===== src/rtl/par2ser_pkg.sv =====
// Shared definitions for the parallel-to-serial converter.
//   state_t    : shifter FSM states
//   cnt_width  : width of the bit counter for a given word width
package par2ser_pkg;

  typedef enum logic {
    ST_IDLE  = 1'b0,
    ST_SHIFT = 1'b1
  } state_t;

  function automatic int unsigned cnt_width(input int unsigned data_w);
    return (data_w < 2) ? 1 : $clog2(data_w);
  endfunction

endpackage


===== src/rtl/par2ser_hold.sv =====
// One-entry holding buffer in front of the shifter.
//   clk_in, rst          : clock, async active-high reset
//   s_valid/s_data       : upstream word offer
//   s_ready              : buffer empty (held low during reset)
//   hold_pop             : shifter takes the buffered word this edge
//   hold_full/hold_data  : buffered word toward the shifter
module par2ser_hold #(
  parameter int unsigned DATA_W = 8
) (
  input  logic              clk_in,
  input  logic              rst,
  input  logic              s_valid,
  input  logic [DATA_W-1:0] s_data,
  output logic              s_ready,
  input  logic              hold_pop,
  output logic              hold_full,
  output logic [DATA_W-1:0] hold_data
);

  // Capture only looks at the registered flag; the async reset already
  // clears it, so rst gates only the visible ready.
  logic accept;
  assign accept  = s_valid && !hold_full;
  assign s_ready = !hold_full && !rst;

  always_ff @(posedge clk_in or posedge rst) begin
    if (rst) begin
      hold_full <= 1'b0;
      hold_data <= '0;
    end else if (accept) begin
      hold_full <= 1'b1;
      hold_data <= s_data;
    end else if (hold_pop) begin
      hold_full <= 1'b0;
    end
  end

endmodule


===== src/rtl/par2ser_aligned.sv =====
// Parallel-to-serial converter aligned to the half-rate divider phase.
// Words arrive over valid/ready into a one-entry buffer and are shifted out
// one bit per clk_in cycle; a new stream only starts on a div_phase-high
// cycle, back-to-back words follow with no gap.
//   clk_in, rst        : clock, async active-high reset
//   div_phase          : divider output level, synchronous to clk_in
//   s_valid/s_data     : upstream word, s_ready = buffer empty
//   ser_out            : serial bit (IDLE_BIT when idle)
//   ser_valid          : ser_out carries data
//   ser_sync           : first bit of each word
//   eos                : last bit of a stream with nothing queued behind it
module par2ser_aligned
  import par2ser_pkg::*;
#(
  parameter int unsigned DATA_W    = 8,
  parameter bit          MSB_FIRST = 1'b1,
  parameter bit          IDLE_BIT  = 1'b0
) (
  input  logic              clk_in,
  input  logic              rst,
  input  logic              div_phase,
  input  logic              s_valid,
  input  logic [DATA_W-1:0] s_data,
  output logic              s_ready,
  output logic              ser_out,
  output logic              ser_valid,
  output logic              ser_sync,
  output logic              eos
);

  localparam int unsigned     CW   = cnt_width(DATA_W);
  localparam logic [CW-1:0]   LAST = CW'(DATA_W - 1);

  state_t            state_q, state_d;
  logic [CW-1:0]     cnt_q, cnt_d;
  logic [DATA_W-1:0] sh_q, sh_d, src;
  logic              ser_out_d, ser_valid_d, ser_sync_d, eos_d;
  logic              load, hs, full_next;
  logic              hold_full;
  logic [DATA_W-1:0] hold_data;

  par2ser_hold #(
    .DATA_W(DATA_W)
  ) u_hold (
    .clk_in    (clk_in),
    .rst       (rst),
    .s_valid   (s_valid),
    .s_data    (s_data),
    .s_ready   (s_ready),
    .hold_pop  (load),
    .hold_full (hold_full),
    .hold_data (hold_data)
  );

  assign hs = s_valid && !hold_full;

  always_comb begin
    state_d     = state_q;
    cnt_d       = cnt_q;
    sh_d        = sh_q;
    load        = 1'b0;
    ser_out_d   = IDLE_BIT;
    src         = sh_q;

    unique case (state_q)
      ST_IDLE: begin
        if (hold_full && div_phase) load = 1'b1;
      end
      ST_SHIFT: begin
        if (cnt_q != LAST) begin
          cnt_d = cnt_q + 1'b1;
        end else if (hold_full) begin
          load = 1'b1;
        end else begin
          state_d = ST_IDLE;
        end
      end
    endcase

    if (load) begin
      state_d = ST_SHIFT;
      cnt_d   = '0;
      src     = hold_data;
    end

    // sh holds the bits not yet presented; the bit leaving it is the one
    // registered into ser_out for the coming cycle.
    if (state_d == ST_SHIFT) begin
      ser_out_d = MSB_FIRST ? src[DATA_W-1] : src[0];
      sh_d      = MSB_FIRST ? (src << 1) : (src >> 1);
    end

    ser_valid_d = (state_d == ST_SHIFT);
    ser_sync_d  = load;

    // eos is registered, so it is decided on entry to the last bit using the
    // buffer occupancy that will hold during that bit (including a handshake
    // landing on this same edge).
    full_next = (hold_full && !load) || hs;
    eos_d     = (state_d == ST_SHIFT) && (cnt_d == LAST) && !full_next;
  end

  always_ff @(posedge clk_in or posedge rst) begin
    if (rst) begin
      state_q   <= ST_IDLE;
      cnt_q     <= '0;
      sh_q      <= '0;
      ser_out   <= IDLE_BIT;
      ser_valid <= 1'b0;
      ser_sync  <= 1'b0;
      eos       <= 1'b0;
    end else begin
      state_q   <= state_d;
      cnt_q     <= cnt_d;
      sh_q      <= sh_d;
      ser_out   <= ser_out_d;
      ser_valid <= ser_valid_d;
      ser_sync  <= ser_sync_d;
      eos       <= eos_d;
    end
  end

endmodule


===== config.mk =====
export PLATFORM = sky130hd
export DESIGN_NAME = par2ser_aligned
export DESIGN_NICKNAME = d
export VERILOG_FILES = /design/src/rtl/par2ser_pkg.sv /design/src/rtl/par2ser_hold.sv /design/src/rtl/par2ser_aligned.sv
export SDC_FILE = /design/constraint.sdc
export NUM_CORES = 1
export LEC_CHECK = 0
export BUFFER_PORTS_ARGS = -buffer_cell sky130_fd_sc_hd__buf_2
export CORE_MARGIN = 2
export CORE_UTILIZATION = 61
export CTS_BUF_LIST = sky130_fd_sc_hd__clkbuf_2 sky130_fd_sc_hd__clkbuf_4 sky130_fd_sc_hd__clkbuf_8
export DETAILED_ROUTE_END_ITERATION = 7
export GPL_TIMING_DRIVEN = 0
export PLACE_DENSITY = 0.86
export SETUP_SLACK_MARGIN = 0.1
export SLEW_MARGIN = 20
export SYNTH_ARGS = -nofsm -noshare
export SYNTH_HDL_FRONTEND = slang
export SYNTH_SLANG_ARGS = --single-unit

===== constraint.sdc =====
create_clock -name clk_in -period 3.2 [get_ports clk_in]
set_input_delay 0.64 -clock clk_in [delete_from_list [all_inputs] [get_ports clk_in]]
set_output_delay 0.64 -clock clk_in [all_outputs]
set_load 0.03 [all_outputs]

==> key figures <==
Run status
  – Run status: finished clean

Layout
  – Number of fillers in the final layout: roughly 120
  – Layout area overhead: 12.4%
  – Share of layout cells above drive strength 1: 0.423
  – Fin area: 0.00113 mm2
  – Combined flip-flop and latch cell area: 576 um2
  – Number of diodes: 0
  – Area used by multi-input combinational logic: approximately 390 um2
  – Count of nets after finishing: 111
  – Finished Core Util: 0.743
  – Cell Count, Final, Fillers Out: 113

Min path
  – Worst hold path type: primary input to async pin

GRT
  – GR Overflow Total: 0
  – Antenna violations before repair: 0
  – Pin count of the biggest net entering global routing: 24
  – Wire length of the first global-routing pass: 2.90 mm
  – Tot GR Track Use: 0.204
  – Number of global-route vias before repair: 671

Power
  – Power per cell area: around 900 mW/mm2
  – Leakage power of the design: 0.000521 uW
  – Max IR drop VDD: between 500 and 600 uV

Yosys
  – Syn_area_per_cell: 12.9 um2
  – Total number of yosys warnings: 0
  – Synthesis-stage register bit count: 23
  – Cell count after synthesis: 78
  – Netlist area before placement: 0.00101 mm2
  – Sequential fraction of the synthesis area: 0.571
  – Syn nets: 91
  – Count of distinct cell types in the synthesized netlist: 24

CTS
  – Setup repair bufs after CTS: 0
  – Root buffer selected by CTS: sky130_fd_sc_hd__clkbuf_4
  – Hold buffer count at cts: 0
  – Number of sinks handled by clock tree synthesis: 23
  – Cts bufs inserted: 3
  – TritonCTS clock tree: done
  – Clk Latency, worst-skew pair: 0.30 ns
  – Clock transition at the registers of the reported paths: about 0.12 ns
  – H-tree levels: 1
  – Post-cts resize count: 0
  – CTS max path bufs: 2

STA
  – Slew at the pin with the worst max-slew slack: 0.823 ns
  – Final number of max-transition violations: 0
  – Fraction of the cycle the final worst path needs: 0.536
  – Sum of negative setup slack: 0 ns
  – Number of failing setup endpoints in the final timing report: 0
  – Hold Fails Final Rpt: 0
  – Worst max-slew margin expressed relative to the limit: 0.451
  – Final critical delay including setup and external delays: 1.72 ns
  – Peak Freq: 0.583 GHz
  – RSZ-0062 raised after global routing: no
  – Final setup slack of the worst path: 1.48 ns
  – Worst setup skew after layout: just under 0.008 ns

Placement
  – Post-Place Cell Area: 0.00110 mm2
  – Dpl hpwl: 1.26 mm
  – Number of cells after detailed placement: 109
  – Minimum setup slack after placement: 1.55 ns
  – Final RePlAce weighted congestion: 0.741
  – # port buffers: 15

Floorplan
  – Die ar.: 0.00199 mm2
  – Die H: 44.6 um
  – Die X: 44.6 um
  – Floorplan core area: ~0.0015 mm2
  – Core Rows: 14
  – Initial Utilization: 0.661
  – I/O pin total: 17

Worst setup path
  – Kind of end point of the critical path: output port
  – Maximum fanout along the worst path: 7
  – Critical Path Start Type: flop
  – Type of the setup path with the least slack: flop to output port
  – Crit path arrival time: ~1.1 ns
  – Required arrival time at the worst endpoint: about 2.6 ns

Detailed routing
  – Via count of the routed design: 691
  – Length of the first detailed-routing pass in iterations: 4
  – DRC: 0
  – Avg Vias per Cell: just over 6
  – Drt wl/cell: 15.3 um
  – Aggregate routed wire length: roughly 1.7 mm
  – Drt initial violations: 14
  – Post-route antenna net violation count: 0

Job
  – Count of max-cap constraint violations: 0
## layout make-up
cell class | instances | share of cell area
tap | 16 | 0.0177
multi-input combinational | 48 | 0.346
buffer | 5 | 0.0287
timing repair buffer | 15 | 0.0663
inverter | 2 | 0.00663
sequential | 23 | 0.508
clock buffer | 4 | 0.0265
## state kept, by name, indices dropped and copies added, names as in the netlist
signal,count
sh_q,7
ser_out,1
cnt_q,3
ser_sync,1
state_q,1
eos,1
u_hold.hold_full,1
u_hold.hold_data,8
## final timing paths
path | endpoint | cells after the start | slack, ns | from
worst max-delay path | s_ready | 2 | 1.48 | u_hold.hold_full
worst min-delay path | u_hold.hold_data[7] | 2 | 0.49 | rst
worst max register to register | sh_q[3] | 5 | 1.58 | cnt_q[0]
worst min register to register | eos | 1 | 0.50 | cnt_q[0]
max in group asynchronous | sh_q[5] | 2 | 2.19 | rst
min in group clk_in | eos | 1 | 0.50 | cnt_q[0]
## cell families after synthesis
kind of cell / after synthesis / share of synthesized area
adder cells (fa/ha/maj): 1 / 0.0124
AND/OR/NAND/NOR: 18 / 0.102
XOR/XNOR: 1 / 0.00870
multiplexers: 9 / 0.101
flip-flops: 23 / 0.571
buffers and inverters: 7 / 0.0398
AO/OA/AOI/OAI: 19 / 0.165
## critical path: stages (launching register included)
cell and delay [ns]:
sky130_fd_sc_hd__dfrtp_1 0.47, sky130_fd_sc_hd__nor2_1 0.12, sky130_fd_sc_hd__buf_2 0.20
## per-layer routing
| layer | GRT usage | up-vias | wire length, um |
|---|---|---|---|
| li1 | - | 328 | - |
| met1 | 0.266 | 350 | 798 |
| met2 | 0.342 | 11 | 876 |
| met3 | 0.0245 | 2 | 42 |
| met4 | 0.0909 | 0 | 8 |
| met5 | 0 | - | 0 |
## through the flow
stage,hold slack [ns],total power [uW]
after global routing,0.536,1080
after global placement,0.467,863
final,0.493,1010
after floorplan,0.446,794
after detailed placement,0.482,886
after CTS,0.511,1020
## cell usage after synthesis
cell,n,area share
sky130_fd_sc_hd__a31o_2,5,0.043
sky130_fd_sc_hd__nand2_1,1,0.0037
sky130_fd_sc_hd__nor2b_1,2,0.012
sky130_fd_sc_hd__buf_2,2,0.0099
sky130_fd_sc_hd__o21ai_0,1,0.0050
sky130_fd_sc_hd__o21ai_1,1,0.0050
sky130_fd_sc_hd__a22o_1,3,0.026
sky130_fd_sc_hd__a21oi_1,1,0.0050
sky130_fd_sc_hd__nand2_2,1,0.0062
sky130_fd_sc_hd__nor3b_1,5,0.037
sky130_fd_sc_hd__nor2_1,5,0.019
sky130_fd_sc_hd__nand3_1,1,0.0050
sky130_fd_sc_hd__dfrtp_1,23,0.57
sky130_fd_sc_hd__buf_4,3,0.022
sky130_fd_sc_hd__nor3_1,1,0.0050
sky130_fd_sc_hd__ha_1,1,0.012
sky130_fd_sc_hd__a221o_1,6,0.060
sky130_fd_sc_hd__nand3b_1,1,0.0075
sky130_fd_sc_hd__a21boi_2,1,0.011
sky130_fd_sc_hd__mux2_2,9,0.10
sky130_fd_sc_hd__xnor2_1,1,0.0087
sky130_fd_sc_hd__nor2_2,1,0.0062
sky130_fd_sc_hd__a32o_1,1,0.0099
sky130_fd_sc_hd__inv_1,2,0.0075
## layout by cell type (no fill, tap or decap), drive strengths merged
master  count
dfrtp      23
buf        20
mux2        9
a221o       6
nor2        6
nor3b       5
a31o        5
clkbuf      4
a22o        3
nor2b       2
inv         2
o21ai       2
nand2       2
a21boi      1
nand3b      1
a32o        1
a21oi       1
xnor2       1
nand3       1
nor3        1
ha          1
## report_power, final
part | leakage [uW] | total, uW | switching (uW) | internal [uW]
registers | 0.000282 | 497 | 83.9 | 414
logic | 0.000221 | 381 | 176 | 205
clock network | 0.0000184 | 136 | 79.0 | 56.9
total | 0.000521 | 1010 | 339 | 675
(Power assumes the default switching activity.)
